--- config.mk ---
export PLATFORM = sky130hd
export DESIGN_NAME = draw_sequencer
export DESIGN_NICKNAME = d
export VERILOG_FILES = /design/src/rtl/drawing_pkg.sv /design/src/rtl/raster_counter.sv /design/src/rtl/draw_sequencer.sv
export SDC_FILE = /design/constraint.sdc
export NUM_CORES = 1
export LEC_CHECK = 0
export CAP_MARGIN = 0
export CELL_PAD_IN_SITES_DETAIL_PLACEMENT = 0
export CELL_PAD_IN_SITES_GLOBAL_PLACEMENT = 2
export CORE_MARGIN = 2
export CORE_UTILIZATION = 38
export DETAILED_ROUTE_END_ITERATION = 10
export MAX_ROUTING_LAYER = met4
export PLACE_DENSITY_LB_ADDON = 0.1
export SYNTH_ARGS = -nofsm -noshare
export SYNTH_HDL_FRONTEND = slang
export SYNTH_SLANG_ARGS = --single-unit
--- constraint.sdc ---
create_clock -name iClk -period 4.34 [get_ports iClk]
set_input_delay 1.302 -clock iClk [delete_from_list [all_inputs] [get_ports iClk]]
set_output_delay 1.302 -clock iClk [all_outputs]
set_load 0.05 [all_outputs]
--- src/rtl/drawing_pkg.sv ---
// Shared drawing definitions: control-state codes, screen geometry defaults,
// colour constants, coordinate widths and the sequencer FSM encoding.
package drawing_pkg;

  localparam int X_W   = 8;
  localparam int Y_W   = 7;
  localparam int COL_W = 3;
  localparam int ST_W  = 3;

  localparam int SCREEN_W_DEF = 160;
  localparam int SCREEN_H_DEF = 120;

  localparam logic [COL_W-1:0] BG_COLOUR_DEF  = 3'b111;
  localparam logic [COL_W-1:0] CUR_COLOUR_DEF = 3'b000;

  // Drawing control-path state codes (code 7 is unused and inactive).
  localparam logic [ST_W-1:0] ST_IDLE  = 3'd0;
  localparam logic [ST_W-1:0] ST_MOVE  = 3'd1;
  localparam logic [ST_W-1:0] ST_WAIT  = 3'd2;
  localparam logic [ST_W-1:0] ST_CLEAN = 3'd3;
  localparam logic [ST_W-1:0] ST_DRAW  = 3'd4;
  localparam logic [ST_W-1:0] ST_ERASE = 3'd5;
  localparam logic [ST_W-1:0] ST_CLEAR = 3'd6;

  typedef enum logic [1:0] {
    S_IDLE = 2'd0,
    S_RUN  = 2'd1,
    S_DONE = 2'd2
  } seq_state_e;

  // True for the control states that ask the sequencer to plot something.
  function automatic logic is_active(input logic [ST_W-1:0] s);
    return (s == ST_MOVE) || (s == ST_CLEAN) || (s == ST_DRAW) ||
           (s == ST_ERASE) || (s == ST_CLEAR);
  endfunction

endpackage

--- src/rtl/raster_counter.sv ---
// 2D raster counter: x counts fastest from 0 to x_max, then y steps, up to
// y_max. Used for both brush squares and full-screen sweeps.
module raster_counter #(
  parameter int XW = 8,
  parameter int YW = 7
) (
  input  logic          clk,
  input  logic          rst_n,
  input  logic          clr,
  input  logic          en,
  input  logic [XW-1:0] x_max,
  input  logic [YW-1:0] y_max,
  output logic [XW-1:0] x,
  output logic [YW-1:0] y,
  output logic          last,
  output logic          almost_last
);

  logic [XW-1:0] x_q, x_d;
  logic [YW-1:0] y_q, y_d;

  // Next position: clear wins, otherwise step in raster order when enabled.
  always_comb begin
    x_d = x_q;
    y_d = y_q;
    if (clr) begin
      x_d = '0;
      y_d = '0;
    end else if (en) begin
      if (x_q == x_max) begin
        x_d = '0;
        y_d = (y_q == y_max) ? '0 : y_q + YW'(1);
      end else begin
        x_d = x_q + XW'(1);
      end
    end
  end

  // Position register.
  always_ff @(posedge clk or negedge rst_n) begin
    if (!rst_n) begin
      x_q <= '0;
      y_q <= '0;
    end else begin
      x_q <= x_d;
      y_q <= y_d;
    end
  end

  // last: sitting on the final position. almost_last: one step before it
  // (never set for a 1x1 sweep, which has no such position).
  always_comb begin
    last        = (x_q == x_max) && (y_q == y_max);
    almost_last = 1'b0;
    if (x_max != '0) begin
      almost_last = (x_q == x_max - XW'(1)) && (y_q == y_max);
    end else if (y_max != '0) begin
      almost_last = (x_q == '0) && (y_q == y_max - YW'(1));
    end
  end

  assign x = x_q;
  assign y = y_q;

endmodule

--- src/rtl/draw_sequencer.sv ---
// Draw sequencer: turns a drawing control-state code into a stream of VGA
// pixel writes (brush squares or a full-screen clear), one pixel per cycle.
//
// Control handshake: an active iState is the request; it is accepted when the
// sequencer is idle and the request has not already been served. oDone pulses
// on the final pixel cycle and marks the request served until iState changes.
// Changing iState mid-operation abandons it without oDone.
module draw_sequencer
  import drawing_pkg::*;
#(
  parameter int               SCREEN_W   = SCREEN_W_DEF,
  parameter int               SCREEN_H   = SCREEN_H_DEF,
  parameter int               BRUSH      = 4,
  parameter logic [COL_W-1:0] BG_COLOUR  = BG_COLOUR_DEF,
  parameter logic [COL_W-1:0] CUR_COLOUR = CUR_COLOUR_DEF
) (
  input  logic             iClk,
  input  logic             iResetn,
  input  logic [ST_W-1:0]  iState,
  input  logic [X_W-1:0]   iX,
  input  logic [Y_W-1:0]   iY,
  input  logic [COL_W-1:0] iColour,
  output logic [X_W-1:0]   oX,
  output logic [Y_W-1:0]   oY,
  output logic [COL_W-1:0] oColour,
  output logic             oPlot,
  output logic             oDone,
  output logic [1:0]       oSeqState
);

  localparam logic [X_W-1:0] SQ_X_MAX  = X_W'(BRUSH - 1);
  localparam logic [Y_W-1:0] SQ_Y_MAX  = Y_W'(BRUSH - 1);
  localparam logic [X_W-1:0] SCR_X_MAX = X_W'(SCREEN_W - 1);
  localparam logic [Y_W-1:0] SCR_Y_MAX = Y_W'(SCREEN_H - 1);
  localparam logic [X_W:0]   W_LIM     = (X_W+1)'(SCREEN_W);
  localparam logic [Y_W:0]   H_LIM     = (Y_W+1)'(SCREEN_H);
  localparam logic           SQ_SINGLE = (BRUSH == 1);

  seq_state_e       state_q, state_d;
  logic [ST_W-1:0]  prev_state_q, prev_state_d;
  logic             served_q, served_d;
  logic [ST_W-1:0]  op_q, op_d;
  logic [X_W-1:0]   bx_q, bx_d, cur_x_q, cur_x_d, prv_x_q, prv_x_d, ox_q, ox_d;
  logic [Y_W-1:0]   by_q, by_d, cur_y_q, cur_y_d, prv_y_q, prv_y_d, oy_q, oy_d;
  logic [COL_W-1:0] col_q, col_d, oc_q, oc_d;

  logic             state_changed, start, active;
  logic [X_W-1:0]   cnt_x, lim_x;
  logic [Y_W-1:0]   cnt_y, lim_y;
  logic             cnt_last, cnt_almost_last;
  logic [X_W:0]     px;
  logic [Y_W:0]     py;

  assign state_changed = (iState != prev_state_q);
  assign start = (state_q == S_IDLE) && is_active(iState) &&
                 !(served_q && !state_changed);
  assign lim_x = (op_q == ST_CLEAR) ? SCR_X_MAX : SQ_X_MAX;
  assign lim_y = (op_q == ST_CLEAR) ? SCR_Y_MAX : SQ_Y_MAX;

  raster_counter #(.XW(X_W), .YW(Y_W)) u_raster (
    .clk         (iClk),
    .rst_n       (iResetn),
    .clr         (state_q != S_RUN),
    .en          (state_q == S_RUN),
    .x_max       (lim_x),
    .y_max       (lim_y),
    .x           (cnt_x),
    .y           (cnt_y),
    .last        (cnt_last),
    .almost_last (cnt_almost_last)
  );

  // FSM state register.
  always_ff @(posedge iClk or negedge iResetn) begin
    if (!iResetn) state_q <= S_IDLE;
    else          state_q <= state_d;
  end

  // FSM next state: S_DONE is the final pixel cycle; an iState change in
  // S_RUN abandons the sweep.
  always_comb begin
    state_d = state_q;
    unique case (state_q)
      S_IDLE: if (start) state_d = (SQ_SINGLE && iState != ST_CLEAR) ? S_DONE : S_RUN;
      S_RUN: begin
        if (state_changed)        state_d = S_IDLE;
        else if (cnt_almost_last) state_d = S_DONE;
      end
      S_DONE:  state_d = S_IDLE;
      default: state_d = S_IDLE;
    endcase
  end

  // FSM outputs: pixel address is computed one bit wide so off-screen pixels
  // clip instead of wrapping; outputs hold their last values when not plotting.
  always_comb begin
    active  = (state_q == S_RUN) || (state_q == S_DONE);
    px      = {1'b0, bx_q} + {1'b0, cnt_x};
    py      = {1'b0, by_q} + {1'b0, cnt_y};
    oPlot   = active && (px < W_LIM) && (py < H_LIM);
    oDone   = (state_q == S_DONE);
    oX      = oPlot ? px[X_W-1:0] : ox_q;
    oY      = oPlot ? py[Y_W-1:0] : oy_q;
    oColour = oPlot ? col_q : oc_q;
  end

  assign oSeqState = state_q;

  // Datapath next values: request latch, served flag, cursor history.
  always_comb begin
    prev_state_d = iState;
    served_d     = served_q;
    op_d         = op_q;
    bx_d         = bx_q;
    by_d         = by_q;
    col_d        = col_q;
    cur_x_d      = cur_x_q;
    cur_y_d      = cur_y_q;
    prv_x_d      = prv_x_q;
    prv_y_d      = prv_y_q;
    ox_d         = oX;
    oy_d         = oY;
    oc_d         = oColour;

    if (state_changed)          served_d = 1'b0;
    else if (state_q == S_DONE) served_d = 1'b1;

    if (start) begin
      op_d = iState;
      case (iState)
        ST_CLEAN: begin bx_d = prv_x_q; by_d = prv_y_q; end
        ST_CLEAR: begin bx_d = '0;      by_d = '0;      end
        default:  begin bx_d = iX;      by_d = iY;      end
      endcase
      case (iState)
        ST_DRAW: col_d = iColour;
        ST_MOVE: col_d = CUR_COLOUR;
        default: col_d = BG_COLOUR;
      endcase
    end

    // A finished MOVE shifts the cursor history so CLEAN erases the square
    // the cursor has just left.
    if (state_q == S_DONE && op_q == ST_MOVE) begin
      prv_x_d = cur_x_q;
      prv_y_d = cur_y_q;
      cur_x_d = bx_q;
      cur_y_d = by_q;
    end
  end

  // Datapath registers.
  always_ff @(posedge iClk or negedge iResetn) begin
    if (!iResetn) begin
      prev_state_q <= '0;
      served_q     <= 1'b0;
      op_q         <= '0;
      bx_q         <= '0;
      by_q         <= '0;
      col_q        <= '0;
      cur_x_q      <= '0;
      cur_y_q      <= '0;
      prv_x_q      <= '0;
      prv_y_q      <= '0;
      ox_q         <= '0;
      oy_q         <= '0;
      oc_q         <= '0;
    end else begin
      prev_state_q <= prev_state_d;
      served_q     <= served_d;
      op_q         <= op_d;
      bx_q         <= bx_d;
      by_q         <= by_d;
      col_q        <= col_d;
      cur_x_q      <= cur_x_d;
      cur_y_q      <= cur_y_d;
      prv_x_q      <= prv_x_d;
      prv_y_q      <= prv_y_d;
      ox_q         <= ox_d;
      oy_q         <= oy_d;
      oc_q         <= oc_d;
    end
  end

  // The done cycle always lands on the final raster position.
  done_on_last: assert property (@(posedge iClk) disable iff (!iResetn)
    (state_q == S_DONE) |-> cnt_last);

endmodule

==> results.md <==
Clocking:
- The clock latency reported for the late side of the worst-skew pair is 0.35 ns.
- The longest clock path from root to sink contains 2 buffers.
- TritonCTS built the clock tree.
- For this design, the sink count on the clock tree is 90.
- In this run, CTS created clock tree buffers numbering 9.
- Buffers inserted to repair hold after CTS numbered 0.
- The register clock-pin slew on the reported worst setup and hold paths is 0.07 ns.
- The root buffer selected by CTS is clkbuf_16.
- The number of H-tree branching levels is 3.

Floorplan:
- The core region area is 12000 um^2.
- The die is 115 um tall.
- The number of rows in the core area is 40.
- The area of the die is roughly 13000 um^2.
- The number of top-level pins is 45.
- The die is between 100 and 150 um wide.
- The effective utilization at floorplan is 38.8%.

GRT:
- The global-route total usage across every layer is 18.7%.
- The total grt overflow is 0.
- The initial antenna violation count is 0.
- The number of global-route vias before repair is 3469.
- The first global-routing pass estimated 18.1 mm of wire.
- The largest net degree at the start of global routing is 56.

Routing:
- The number of nets with antenna violations after routing is 0.
- Summing over every cut layer, the via total after detailed routing is 3407.
- After detailed routing, the average wire length per cell comes to 17.2 um.
- The final layout contains routed wiring with a total length of about 11 mm.
- After the first detailed-routing iteration, the DRC count stood at 176.
- The detailed-router iteration count before antenna repair is 4.
- For this run, design rule violations remaining after detail routing come to 0.
- Using the TritonRoute via totals, the vias-per-cell ratio works out to between 5 and 6.

Synthesis:
- Synthesis produced a netlist with a net count of approximately 460.
- In the post-synthesis netlist, the biggest area contributors are dfrtp_1, mux2_2, ha_1.
- The mean area per synthesized cell is 11.1 um^2.
- The register bit total from synthesis is 90.
- For this run, asynchronously set or reset flops after synthesis account for 100%.
- The number of different library cells in the post-synthesis netlist is 58.
- The number of enable-type register cells in the synthesized netlist is 0.
- Among all flip-flop cells after synthesis, the most frequent one is dfrtp_1.
- The post-synthesis instance area is 4650 um^2.
- Of the synthesized area, sequential elements account for 48.5%.
- The cell count after synthesis came out at 418.
- The number of warning messages in the yosys log is 0.
- The top-area cell type share of the netlist area is 48.5%.
- Summed over all instances, the cell type with the most area after synthesis is dfrtp_1.

STA:
- For the final database, setup skew stands at 0.00849 ns.
- In this run the tightest slew margin relative to its limit is 31.0%.
- Setup repair after global routing could not meet its margin everywhere.
- The setup slack after layout is -0.0549 ns.
- The final hold violation count is 0.
- The number of failing setup endpoints in the final timing report is 15.
- The final max-slew violation count is 0.
- The period utilization is 101%.
- At the pin with the least slew margin, the transition time is 1.03 ns.
- The smallest clock period supported by the final layout is computed as 4.39 ns.
- For this run, the top clock speed supported by timing is approximately 230 MHz.

Worst setup path:
- The sort of element at the end of the critical path is an output pin.
- The critical path start-end classification is reg -> out.
- The required time of the critical path is 3.04 ns.
- The maximum fanout count along the critical path is 5.
- STA classifies the critical path startpoint as a flop.
- At the worst endpoint, the arrival time is 3.09 ns.

Power:
- The standby leakage power is 2.73 nW.
- Summing internal, switching and leakage power gives 0.00552 W.
- Power spread over the standard cell area amounts to 880 nW/um^2.
- VDD sags by at most 0.321 mV.

Finish:
- The final net count is between 500 and 600.
- The fraction of final layout cells sized beyond drive strength 1 is 30.1%.
- After routing the design area is 6270 um^2.
- At the end of the flow the core is filled with cells to 52.4%.
- The filler cells instantiated in the layout total 1089.
- The layout-stage area growth over the synthesis result is 35.0%.
- The total inserted antenna cells is 0.
- The final cell count without fillers is 642.

Placed design:
- The placed wire-length estimate is 7.45 mm.
- At the end of routability-driven placement, the weighted congestion stood at 0.800.
- The port buffer count is 44.
- Once placement completed, the tool counted placed cells totaling 607.
- The worst setup slack before clock tree synthesis is 0.0795 ns.
- The total placed instance area is 5540 um^2.

Status:
- The checks that failed: setup timing.
- The run finished, with violations left.

Run:
- Across the run, the number of max-cap violations was 0.

Hold path:
- The path category of the worst min-delay check is reg -> reg.
-- layout make-up --
cell class	instances	area, um^2	share of cell area, %
clock buffer	12	256	4.09
clock inverter	4	48.8	0.778
inverter	20	75.1	1.20
multi-input combinational	291	2490	39.7
sequential	90	2250	35.9
tap	147	184	2.93
timing repair buffer	78	965	15.4
-- flip-flops by register name (all words and copies together), names as in the netlist, 7 cells and up --
register,cells
prv_x_q,8
oy_q,7
u_raster.x,8
cur_x_q,8
bx_q,8
by_q,7
ox_q,8
cur_y_q,7
prv_y_q,7
u_raster.y,7
-- routing by layer --
layer / GRT usage (%) / part of all wire, %
met5: - / 0
met4: 7.40 / 1.9
met3: 3.23 / 2.6
met2: 27.7 / 46
met1: 25.5 / 50
-- cell usage in the layout (no fill, tap or decap), types with 3 or more instances in the layout --
cell	n
a21oi_1	35
o22a_1	3
xnor2_1	9
and4_1	3
mux2_4	13
nand3_1	12
nor2_1	35
nor2b_1	4
a22oi_1	15
nand2b_1	6
mux2_2	30
buf_6	3
buf_12	20
mux2i_1	6
nand2_1	15
o21ai_0	6
xor2_1	5
buf_4	28
o22ai_1	10
ha_2	3
a21o_1	6
inv_1	19
ha_1	14
clkbuf_16	10
clkdlybuf4s50_1	24
dfrtp_1	90
and3_1	4
ha_4	4
nor3_1	5
-- stage by stage --
| stage | TNS, ns | hold slack [ns] |
|---|---|---|
| 2_1_floorplan | -0.405 | 0.450 |
| 3_3_place_gp | 0 | 0.473 |
| 3_5_place_dp | 0 | 0.479 |
| 4_1_cts | -0.363 | 0.493 |
| 5_1_grt | -2.21 | 0.503 |
| 6_report | -0.593 | 0.486 |
-- Yosys cell counts, types with 2 or more instances --
master / n
mux2_4: 4
xnor2_1: 10
o31ai_1: 2
mux2i_1: 9
a22oi_1: 15
a311oi_1: 2
o22a_1: 3
clkbuf_1: 10
a21oi_1: 37
nor3_1: 6
o221ai_1: 2
dfrtp_1: 90
a211oi_1: 2
nand2b_1: 6
fa_1: 2
nand2_1: 15
o21a_1: 2
xor2_1: 5
a21o_1: 6
inv_1: 20
and4_1: 3
o21ai_0: 7
nor4_1: 2
buf_1: 3
buf_2: 2
nor2_1: 35
o22ai_1: 10
and3_1: 4
nand3_1: 12
a2111oi_0: 2
a31o_2: 2
ha_1: 21
mux2_2: 39
nor2b_1: 4
-- what timing repair did --
item	in CTS	in global routing
buffers inserted	11	5
gates cloned	2	1
setup endpoints to repair	18	18
gates resized for setup	42	6
pin swaps	8	3
-- critical path, cell delays in order, from the launching register on --
cell and delay, ns:
dfrtp_1 0.40, ha_4 0.16, inv_2 0.04, fa_2 0.41, nor2b_4 0.18, o31ai_4 0.07
and4_1 0.16, o31a_1 0.27, a211oi_4 0.26, buf_6 0.17, buf_12 0.13, mux2_4 0.32
buf_12 0.15
-- logic make-up after synthesis --
family                     synth area share (%)
xor gates and xnor gates                   2.83
DFF                                        48.5
and+or+nand+nor                            10.2
buffers and inverters                      3.45
adders and majority gates                  6.52
AOI/OAI and AO/OA                          15.9
muxes                                      12.7
-- power by group --
group / internal, W / total, W / switching (W)
Sequential: 0.00118 / 0.00143 / 0.000253
Combinational: 0.00167 / 0.00328 / 0.00162
Clock: 0.000478 / 0.000808 / 0.000329
Total: 0.00332 / 0.00552 / 0.00220
-- path summary, 6_finish.rpt --
check	start	to	slack, ns	depth (start not counted)
min in group asynchronous	iResetn	oy_q[3]	1.00	1
max in group asynchronous	iResetn	u_raster.x[4]	2.61	2
hold reg to reg	served_q	served_q	0.49	1
hold / removal	served_q	served_q	0.49	1
setup / recovery	u_raster.y[0]	oX[0]	-0.05	12
setup reg to reg	u_raster.y[0]	ox_q[0]	1.62	11
Note: power is estimated with default switching activity, not from simulation.
